<file path="config.mk">
export PLATFORM = sky130hd
export DESIGN_NAME = pipe_hazard_sequencer
export DESIGN_NICKNAME = d
export VERILOG_FILES = /design/src/rtl/pipe_hazard_sequencer_pkg.sv /design/src/rtl/pipe_hazard_sequencer_down_counter.sv /design/src/rtl/pipe_hazard_sequencer.sv
export SDC_FILE = /design/constraint.sdc
export NUM_CORES = 1
export LEC_CHECK = 0
export ABC_AREA = 1
export CAP_MARGIN = 20
export CORE_MARGIN = 10
export CORE_UTILIZATION = 35
export CTS_CLUSTER_DIAMETER = 200
export CTS_CLUSTER_SIZE = 10
export DETAILED_ROUTE_END_ITERATION = 10
export PLACE_DENSITY = 0.65
export SLEW_MARGIN = 20
export SYNTH_ARGS = -nofsm -noshare
export SYNTH_HDL_FRONTEND = slang
export SYNTH_HIERARCHICAL = 1
export SYNTH_SLANG_ARGS = --single-unit
</file>
<file path="constraint.sdc">
create_clock -name clk -period 1.9 [get_ports clk]
set_input_delay 0.38 -clock clk [delete_from_list [all_inputs] [get_ports clk]]
set_output_delay 0.38 -clock clk [all_outputs]
set_load 0.02 [all_outputs]
</file>
<file path="src/rtl/pipe_hazard_sequencer_pkg.sv">
// Shared definitions for the MINI-RISC pipeline hazard sequencer.
// Contents: FSM state encodings, the counter width, default parameter values
// and small helpers for parameter range checking and counter preload values.
package pipe_hazard_sequencer_pkg;

  // One counter serves every non-IDLE state, so its width bounds all penalties.
  localparam int CNT_W = 3;

  // Default timing parameters.
  localparam int BR_PENALTY_DEF      = 2;
  localparam int LD_STALL_CYCLES_DEF = 1;
  localparam int FLAG_WAIT_MAX_DEF   = 3;

  // Debug-visible state encodings. They appear on state_dbg, so the values are fixed.
  typedef enum logic [1:0] {
    ST_IDLE      = 2'd0,
    ST_FLAG_WAIT = 2'd1,
    ST_BR_FLUSH  = 2'd2,
    ST_LD_STALL  = 2'd3
  } hzd_state_t;

  // The IDLE cycle that accepts a request is the first cycle of the sequence.
  // The counter therefore preloads one less than the total cycle count.
  function automatic logic [CNT_W-1:0] cnt_init(input int cycles);
    return CNT_W'(cycles - 1);
  endfunction

  // Every count must fit in CNT_W bits and must be at least one cycle.
  function automatic bit param_ok(input int p);
    return (p >= 1) && (p <= 7);
  endfunction

endpackage

</file>
<file path="src/rtl/pipe_hazard_sequencer_down_counter.sv">
// hzd_down_counter: loadable down-counter shared by the sequencer states.
// Latency: load and decrement take effect on the next clk edge; o_zero is combinational from the count.
// Backpressure: none; decrement saturates at zero, so the counter never underflows.
// Ports: clk/rst (async, active-high); i_load/i_load_val preload the count;
//        i_dec decrements; o_cnt is the current count; o_zero flags a count of 0.
module hzd_down_counter
  import pipe_hazard_sequencer_pkg::*;
(
  input  logic             clk,
  input  logic             rst,
  input  logic             i_load,
  input  logic [CNT_W-1:0] i_load_val,
  input  logic             i_dec,
  output logic [CNT_W-1:0] o_cnt,
  output logic             o_zero
);

  logic [CNT_W-1:0] r_cnt;

  // Load takes priority over decrement. Only one of them is ever requested at a time.
  always_ff @(posedge clk or posedge rst) begin
    if (rst) begin
      r_cnt <= '0;
    end else if (i_load) begin
      r_cnt <= i_load_val;
    end else if (i_dec && (r_cnt != '0)) begin
      r_cnt <= r_cnt - 1'b1;
    end
  end

  assign o_cnt  = r_cnt;
  assign o_zero = (r_cnt == '0);

endmodule

</file>
<file path="src/rtl/pipe_hazard_sequencer.sv">
// pipe_hazard_sequencer: stall/flush/redirect control for the MINI-RISC F/D/E(+W) pipeline.
// Latency: responds in the same cycle as a request from IDLE (Mealy outputs). Outputs in other states are Moore.
// Backpressure: branch_req/jump_req are levels held until branch_ack. Requests are ignored during BR_FLUSH.
// Ports: clk, rst (async, active-high); requests branch_req, jump_req, flag_pending,
//        load_use_req; controls stall_F/D/E, flush_F/D/E, pc_sel, alu_en; status branch_ack,
//        busy, state_dbg.
// Optional: define HZD_PERF_EN to add the saturating counters perf_stall_cyc,
//           perf_flush_cyc and perf_branch_cnt.
module pipe_hazard_sequencer
  import pipe_hazard_sequencer_pkg::*;
#(
  parameter int BR_PENALTY      = BR_PENALTY_DEF,
  parameter int LD_STALL_CYCLES = LD_STALL_CYCLES_DEF,
  parameter int FLAG_WAIT_MAX   = FLAG_WAIT_MAX_DEF
) (
  input  logic        clk,
  input  logic        rst,
  input  logic        branch_req,
  input  logic        jump_req,
  input  logic        flag_pending,
  input  logic        load_use_req,
  output logic        stall_F,
  output logic        stall_D,
  output logic        stall_E,
  output logic        flush_F,
  output logic        flush_D,
  output logic        flush_E,
  output logic        pc_sel,
  output logic        alu_en,
  output logic        branch_ack,
  output logic        busy,
  output logic [1:0]  state_dbg
`ifdef HZD_PERF_EN
  ,
  output logic [15:0] perf_stall_cyc,
  output logic [15:0] perf_flush_cyc,
  output logic [15:0] perf_branch_cnt
`endif
);

  // Parameters beyond the counter range would silently truncate, so reject them at elaboration.
  if (!param_ok(BR_PENALTY)) begin : g_bad_br_penalty
    $error("BR_PENALTY must be in 1..7");
  end
  if (!param_ok(LD_STALL_CYCLES)) begin : g_bad_ld_stall
    $error("LD_STALL_CYCLES must be in 1..7");
  end
  if (!param_ok(FLAG_WAIT_MAX)) begin : g_bad_flag_wait
    $error("FLAG_WAIT_MAX must be in 1..7");
  end

  hzd_state_t       r_state;
  hzd_state_t       w_state_nxt;
  logic             w_cnt_load;
  logic [CNT_W-1:0] w_cnt_load_val;
  logic             w_cnt_dec;
  logic [CNT_W-1:0] w_cnt;
  logic             w_cnt_zero;
  logic             w_cnt_last;

  hzd_down_counter u_cnt (
    .clk        (clk),
    .rst        (rst),
    .i_load     (w_cnt_load),
    .i_load_val (w_cnt_load_val),
    .i_dec      (w_cnt_dec),
    .o_cnt      (w_cnt),
    .o_zero     (w_cnt_zero)
  );

  // A count of 1 is the final cycle of a counted sequence.
  // The test also matches 0, so a sequence can never wait on a counter that cannot move.
  assign w_cnt_last = (w_cnt <= CNT_W'(1));

  always_ff @(posedge clk or posedge rst) begin
    if (rst) begin
      r_state <= ST_IDLE;
    end else begin
      r_state <= w_state_nxt;
    end
  end

  always_comb begin
    w_state_nxt    = r_state;
    w_cnt_load     = 1'b0;
    w_cnt_load_val = '0;
    w_cnt_dec      = 1'b0;
    stall_F        = 1'b0;
    stall_D        = 1'b0;
    stall_E        = 1'b0;
    flush_F        = 1'b0;
    flush_D        = 1'b0;
    flush_E        = 1'b0;
    pc_sel         = 1'b0;
    alu_en         = 1'b1;
    branch_ack     = 1'b0;

    case (r_state)
      ST_IDLE: begin
        if (branch_req || jump_req) begin
          if (jump_req || !flag_pending) begin
            // Redirect now. FD and DE are cleared because both hold wrong-path instructions.
            pc_sel     = 1'b1;
            branch_ack = 1'b1;
            flush_F    = 1'b1;
            flush_D    = 1'b1;
            if (BR_PENALTY > 1) begin
              w_state_nxt    = ST_BR_FLUSH;
              w_cnt_load     = 1'b1;
              w_cnt_load_val = cnt_init(BR_PENALTY);
            end
          end else begin
            // Flags from SETF/CPLF in W are not valid yet, so freeze the pipe until they retire.
            stall_F        = 1'b1;
            stall_D        = 1'b1;
            stall_E        = 1'b1;
            alu_en         = 1'b0;
            w_state_nxt    = ST_FLAG_WAIT;
            w_cnt_load     = 1'b1;
            w_cnt_load_val = cnt_init(FLAG_WAIT_MAX);
          end
        end else if (load_use_req) begin
          // Hold F/D and send a bubble into E until the load data can be forwarded.
          stall_F = 1'b1;
          stall_D = 1'b1;
          flush_E = 1'b1;
          alu_en  = 1'b0;
          if (LD_STALL_CYCLES > 1) begin
            w_state_nxt    = ST_LD_STALL;
            w_cnt_load     = 1'b1;
            w_cnt_load_val = cnt_init(LD_STALL_CYCLES);
          end
        end
      end

      ST_FLAG_WAIT: begin
        stall_F = 1'b1;
        stall_D = 1'b1;
        stall_E = 1'b1;
        alu_en  = 1'b0;
        // A squashed branch, retired flags or an expired wait all hand control back to IDLE.
        // IDLE then re-evaluates any branch that is still requested.
        if (!branch_req || !flag_pending || w_cnt_zero) begin
          w_state_nxt = ST_IDLE;
        end else begin
          w_cnt_dec = 1'b1;
        end
      end

      ST_BR_FLUSH: begin
        flush_D   = 1'b1;
        alu_en    = 1'b0;
        w_cnt_dec = 1'b1;
        if (w_cnt_last) begin
          w_state_nxt = ST_IDLE;
        end
      end

      ST_LD_STALL: begin
        stall_F   = 1'b1;
        stall_D   = 1'b1;
        flush_E   = 1'b1;
        alu_en    = 1'b0;
        w_cnt_dec = 1'b1;
        if (w_cnt_last) begin
          w_state_nxt = ST_IDLE;
        end
      end

      default: begin
        w_state_nxt = ST_IDLE;
      end
    endcase
  end

  assign busy      = (r_state != ST_IDLE);
  assign state_dbg = r_state;

`ifdef HZD_PERF_EN
  logic [15:0] r_perf_stall;
  logic [15:0] r_perf_flush;
  logic [15:0] r_perf_branch;
  logic        w_any_stall;
  logic        w_any_flush;

  assign w_any_stall = stall_F | stall_D | stall_E;
  assign w_any_flush = flush_F | flush_D | flush_E;

  // The counters saturate at all-ones, so a long run never wraps to a misleading small value.
  always_ff @(posedge clk or posedge rst) begin
    if (rst) begin
      r_perf_stall  <= '0;
      r_perf_flush  <= '0;
      r_perf_branch <= '0;
    end else begin
      if (w_any_stall && (r_perf_stall != 16'hFFFF)) begin
        r_perf_stall <= r_perf_stall + 16'd1;
      end
      if (w_any_flush && (r_perf_flush != 16'hFFFF)) begin
        r_perf_flush <= r_perf_flush + 16'd1;
      end
      if (branch_ack && (r_perf_branch != 16'hFFFF)) begin
        r_perf_branch <= r_perf_branch + 16'd1;
      end
    end
  end

  assign perf_stall_cyc  = r_perf_stall;
  assign perf_flush_cyc  = r_perf_flush;
  assign perf_branch_cnt = r_perf_branch;
`endif

endmodule

</file>
# Word-level counts from Yosys, hierarchy flattened
# Cells that the tools add are included.
classes:
  n_lt_le_gt_ge: 1
  muxes: 29
  reduce_logical: 16
  n_eq_ne: 6
  n_addsub: 1
op_table:
  columns: ["op", "n"]
  rows:
  - ["$mux 2", 7]
  - ["$mux 1", 13]
  - ["$pmux 1 s2", 6]
  - ["$mux 3", 2]
  - ["$pmux 2 s3", 1]
  - ["$eq 2x2->1 const B", 2]
  - ["$logic_or 1x1->1", 4]
  - ["$ne 2x2->1 const B", 2]
  - ["$reduce_bool 2->1", 2]
  - ["$reduce_or 2->1", 2]
  - ["$le 3x1->1 const B", 1]
  - ["$logic_not 3->1", 1]
  - ["$reduce_and 3->1", 1]
  - ["$reduce_bool 3->1", 1]
  - ["$reduce_or 3->1", 1]
  - ["$sub 3x1->3 const B", 1]
  - ["$eq 2x1->1 const B", 1]
  - ["$logic_not 1->1", 2]
  - ["$logic_not 2->1", 1]
  - ["$ne 2x1->1 const B", 1]
  - ["$logic_and 1x1->1", 1]
totals:
  elab_cells: 55
  out_inout_bits: 12
  in_bits: 6
  reg_bits: 5

# Longest topological paths before layout
# Gate-level depths: netlist of the first run.
depth:
  ltp_word: 8
  depth_mapped: 10
  mapped_depth_nobuf: 10

# Cells and area by module
# Netlist of the first run, hierarchy kept.
modules_own_cells:
  columns: ["mod", "n_inst", "cells_each", "area_per_inst_um2", "seq_area_each_um2"]
  rows:
  - ["pipe_hazard_sequencer", 1, 58, 342.8, 50.0]
  - ["hzd_down_counter", 1, 28, 196.4, 75.1]

# Least setup slack after synthesis of the first run
# Ideal clock, no wire load.
synth_timing:
  path_type: "reg2out"
  startpoint: "register r_state[0], in the netlist state_dbg[0]"
  endpoint: "output stall_F"
  path_stages_with_launch: 8
  n_path_buf: 1
  slack_ps: -232
  t_arrival_ps: 1752
  required_ps: 1520
  path_cell_list: "dfrtp_1 -> inv_1 -> ha_1 -> nand4_1 -> nand2_1 -> nor2_1 -> nor2_1 -> buf_4"
synth_between:
  elab_chain_len: 3
  word_cells_on_any_way: 5
  classes_between: "2 x eq/ne; 1 x mux; 2 x reduce/logical"
synth_rtl:
  columns: ["element", "line", "text"]
  rows:
  - ["from (decl)", "pipe_hazard_sequencer.sv:52", "hzd_state_t r_state;"]
  - ["from (signal assigned)", "pipe_hazard_sequencer.sv:79", "r_state <= w_state_nxt;"]
  - ["$eq 2x2->1 or $eq 2x1->1 (tied branches)", null, null]
  - ["$reduce_or 2->1 (no source line)", null, null]
  - ["$pmux 1 s2 *", null, null]
  - ["to (decl)", "pipe_hazard_sequencer.sv:22", "output logic stall_F,"]
# Mark *: on every way between the ends. The rest lies on a longest branch, timed or not.

# Worst setup path in the final report of the first run
layout_timing:
  startpoint: "register r_state[0], in the netlist state_dbg[0]"
  endpoint: "output stall_D"
layout_between:
  elab_chain_len: 3
  word_cells_on_any_way: 5
  classes_between: "2 x eq/ne; 1 x mux; 2 x reduce/logical"
layout_rtl:
  columns: ["element", "line", "text"]
  rows:
  - ["$eq 2x2->1 or $eq 2x1->1 (tied branches)", "pipe_hazard_sequencer.sv:98", "case (r_state)"]
  - ["$reduce_or 2->1 (no source line)", null, null]
  - ["$pmux 1 s2 *", "pipe_hazard_sequencer.sv:98", null]
  - ["to (decl)", "pipe_hazard_sequencer.sv:23", "output logic stall_D,"]
# Marks and branches as above.

==> results of run 1 <==
==> Yosys cell counts (2+ instances only) <==
library cell	instances	area, µm²
o21ai_0	3	15.0
nand3_1	5	25.0
nor2_1	8	30.0
ha_1	6	75.1
inv_1	17	63.8
inv_2	2	7.51
nand2_1	26	97.6
buf_4	3	22.5
nand4_1	2	12.5
a21oi_1	3	15.0
dfrtp_1	5	125
==> path summary, 6_finish.rpt <==
| check | depth (start not counted) | end | slack (ps) | startpoint |
|---|---|---|---|---|
| max | 7 | stall_D | 80 | state_dbg[0] |
| min | 2 | state_dbg[1] | 320 | rst |
| max reg2reg | 9 | u_cnt/o_cnt[2] | 320 | state_dbg[1] |
| min reg2reg | 2 | u_cnt/o_cnt[0] | 530 | u_cnt/o_cnt[0] |
| max in group asynchronous | 2 | u_cnt/o_cnt[0] | 1440 | rst |
| min in group clk | 2 | u_cnt/o_cnt[0] | 530 | u_cnt/o_cnt[0] |
==> stage by stage <==
| step | total power (µW) | setup TNS [ps] | area, µm² |
|---|---|---|---|
| floorplan | 790 | 0 | 563 |
| global placement | 1190 | -3820 | 840 |
| detailed placement | 1210 | -4100 | 840 |
| CTS | 1280 | -190 | 850 |
| global route | 1400 | -4.16 | 848 |
| finish | 1270 | 0 | 848 |
==> metal layers <==
metal | vias up | track usage
met1 | 263 | 0.0812
li1 | 323 | -
met2 | 15 | 0.122
met4 | 0 | 0.0492
met5 | - | 0
met3 | 0 | 0.0258
==> worst max-delay path: stages, from the launching register on <==
cell and delay, ps:
dfrtp_2 400, buf_4 140, ha_1 200, inv_1 90
nand2_1 60, nor2_1 110, nor2_2 60, buf_4 150
==> area by class of cell <==
type                            instances  area (µm²)  share of cell area
Tap cell                               16        20.0              0.0236
Clock buffer                            4        26.3              0.0310
Inverter                               19        71.3              0.0841
Multi-Input combinational cell         59         343               0.404
Timing Repair Buffer                   33         260               0.307
Sequential cell                         5         128               0.150
==> where the power goes <==
part / internal, µW / switching, µW / total, µW
sequential: 157 / 34.8 / 192
clock: 79.0 / 37.7 / 117
combinational: 438 / 521 / 959
==> registers in the layout, indices dropped and copies added, names as in the netlist <==
| register | flops |
|---|---|
| state_dbg | 2 |
| u_cnt/o_cnt | 3 |
==> kinds of logic after synthesis <==
family,share of synthesized area
flip-flops,0.232
AO/OA/AOI/OAI,0.0557
adder cells (fa/ha/maj),0.139
other,0.00695
AND/OR/NAND/NOR,0.392
buffers and inverters,0.174
==> repair_timing <==
| item | 4_1_cts | 5_1_grt |
|---|---|---|
| gates cloned | 0 | 0 |
| setup buffers | 1 | 0 |
| pin swaps | 2 | 4 |
| gates resized for setup | 31 | 12 |
| endpoints found under the setup margin | 10 | 9 |
==> results.toml, run 1 <==
[critical_path]
crit_type = "reg -> out"
cp-end-kind = "primary output"
worst-endpoint-arrival_ps = 1440
crit_fanout = 4
start_kind = "flip-flop"
critPathRequiredTime_ps = 1520

[job]
drv_cap = 0

[logic_synthesis]
ys_seq_area_frac = 0.232
post_synth.cell_area_avg_um2 = 6.27
synth_edf_count = 0
synthArstFlopShare = 1.00
synthCells = 86
synth_fp_nets = 98
synth-main-ff-cell = "dfrtp_1"
ys_warn_count = 6
syn_area_um2 = 539
synthDistinctLibCells = 17
ys_seq_elements = 5

[clocking]
cts_hold_buffers = 0
htreeDepth = 1
cts_made_buffers = 3
cts_tree = "built"
clk_pin_slew_ps = 40
clockBufferDepth = 2
cts.sinks = 5
clkLatencyLatePin_ps = 230
clock-root-buffer = "clkbuf_4"

[grt]
grt_pass1_wl_mm = 2.14
grt_overflow = 0
grt.total_usage = 0.0755
grt_pass1_vias = 545
antenna_found_initial = 0
grt_max_degree = 8

[sta]
post-route-min-period_ps = 1820
rsz0062_at_grt = "true"
finalSetupViolCount = 0
drv_slew = 0
fin_crit_sh = 0.956
setup_slack_ps = 84.3
clock-skew-final_ps = 0.982
final-hold-violation-count = 0
timing.hold.ws_ps = 317
max_freq_ghz = 0.551

[die]
core_area_um2 = 1490
die_h_um = 59.3
ios = 18
die_area_um2 = 3510
die_x_um = 59.3
initial_core_util = 0.362
num_rows = 14

[layout]
layout_commonest_cell = "nand2_1"
syn_to_final_growth_pct = 57.3
final_cells = 136
layout-drive-gt1-share = 0.333
n_fill_cell = 148
final_cell_mix = "25 x nand2_1, 18 x buf_4, 15 x inv_1"
post-route-util = 0.570
fin_nets = 133
antennaDiodeCount = 0

[placement]
place.gp.congestion = 0.753
dp_worst_setup_slack_ps = -519
placed_cells = 131
dp_hpwl_mm = 1.19
io_buffers = 17

[route]
wl_met1_um = 530
drt_wl_total_mm = 1.31
maxUsedRoutingLayer = "met3"
wl_per_cell_um = 9.64
wl_met2_um = 634
drcViolationCount = 0
drt-pass1-iter-count = 4
met3_length_um = 145
drt-vias-per-instance = 4.42
drt.antenna.violating_nets = 0
vias = 601
drt-initial-drc-count = 4

[pwr]
power_density_nw_per_um2 = 1490
leakagePower_uw = 0.000491
ir_drop_uv = 728

[status]
outcome = "completed"

[hold_path]
hold_class = "in -> async"
Power figures use the tool's default switching activity.
==> run 2, diff against run 1 <==
Clock period 1.9 ns to 2.2 ns, I/O delays scaled along.
==> results.toml, run 2 (synthesis results as in run 1) <==
[sta]
max_freq_ghz = 0.470
finalSetupViolCount = 0
post-route-min-period_ps = 2130
setup_slack_ps = 74.4
drv_slew = 0
final-hold-violation-count = 0
clock-skew-final_ps = 3.55
rsz0062_at_grt = "false"
fin_crit_sh = 0.966

[layout]
layout-drive-gt1-share = 0.209
n_fill_cell = 150
largest_reg_flops = 3
fin_nets = 128
final_cell_mix = "26 x nand2_1, 17 x inv_1, 11 x buf_4"
final_cells = 131
layout_commonest_cell = "nand2_1"
syn_to_final_growth_pct = 51.0
antennaDiodeCount = 0

[route]
drt.antenna.violating_nets = 0
drcViolationCount = 0
drt-pass1-iter-count = 4
drt-vias-per-instance = 4.32
drt_wl_total_mm = 1.31
vias = 566
wl_per_cell_um = 9.99
drt-initial-drc-count = 9

[placement]
io_buffers = 17
placed_cells = 125
place.gp.congestion = 0.782
dp_worst_setup_slack_ps = -343
dp_hpwl_mm = 1.10

[die]
num_rows = 14
ios = 18
core_area_um2 = 1490
die_area_um2 = 3510
die_h_um = 59.3
die_x_um = 59.3
initial_core_util = 0.362

[grt]
grt_pass1_wl_mm = 2.12
grt_pass1_vias = 516
grt.total_usage = 0.0745
grt_max_degree = 8
grt_overflow = 0
antenna_found_initial = 0

[critical_path]
crit_fanout = 5
r2r-start = "state_dbg[0]"
reg2reg_to = "u_cnt/o_cnt[2]"
crit_type = "in -> out"
worst-endpoint-arrival_ps = 1690
critPathRequiredTime_ps = 1760
startpoint = "flag_pending"
start_kind = "input port"
reg2reg_depth = 8
cp-end-kind = "primary output"
rrSetupSlack_ps = 540

[pwr]
power_density_nw_per_um2 = 1240
ir_drop_uv = 565
leakagePower_uw = 0.000479
finalPower_uw = 1010

[hold_path]
hold_class = "in -> async"

[job]
drv_cap = 0

[status]
outcome = "completed"

[clocking]
clk_pin_slew_ps = 40
clock-root-buffer = "clkbuf_4"
cts.sinks = 5
htreeDepth = 1
clockBufferDepth = 2
cts_tree = "built"
clkLatencyLatePin_ps = 230
cts_hold_buffers = 0
cts_made_buffers = 3
run 2: worst max-delay path: stages:
cell and delay [ps]:
clkdlybuf4s50_1 510, inv_1 60, nor2_2 150, nor3_4 70, or2_1 200, clkdlybuf4s15_2 250
run 2: worst max path at each step:
stage	endpoint	slack, ps
2_1_floorplan	stall_F	8
5_1_grt	flush_D	20
3_3_place_gp	flush_D	-330
6_report	flush_D	70
4_1_cts	stall_D	5
3_5_place_dp	flush_D	-340
run 2: where the power goes:
part           internal [µW]  total [µW]  switching (µW)
sequential               134         165            31.2
combinational            322         744             422
clock                   68.2         100            31.9
run 2: final cells by class:
type / instances / area, µm² / area share
Tap cell: 16 / 20.0 / 0.0246
Clock buffer: 4 / 26.3 / 0.0323
Timing Repair Buffer: 28 / 249 / 0.306
Inverter: 19 / 71.3 / 0.0876
Multi-Input combinational cell: 59 / 323 / 0.396
Sequential cell: 5 / 125 / 0.154
run 2: through the flow:
stage	hold slack (ps)	setup TNS, ps	instance area, µm²	utilization
after floorplan	181	0	539	-
after global placement	536	-2240	774	0.520
after detailed placement	530	-2360	774	0.520
after CTS	393	0	797	0.535
after global routing	388	0	815	0.547
final	394	0	815	0.547
run 2: timing repair:
item / 4_1_cts / 5_1_grt
pin swaps: 0 / 2
resized for setup: 15 / 5
setup endpoints to repair: 9 / 8
setup buffers: 0 / 2
run 2: per-layer routing:
| metal | part of all wire | track usage | up-vias |
|---|---|---|---|
| li1 | - | - | 315 |
| met1 | 0.45 | 0.0845 | 238 |
| met2 | 0.47 | 0.119 | 13 |
| met3 | 0.080 | 0.0386 | 0 |
| met4 | 0 | 0.0197 | 0 |
| met5 | 0 | 0 | - |
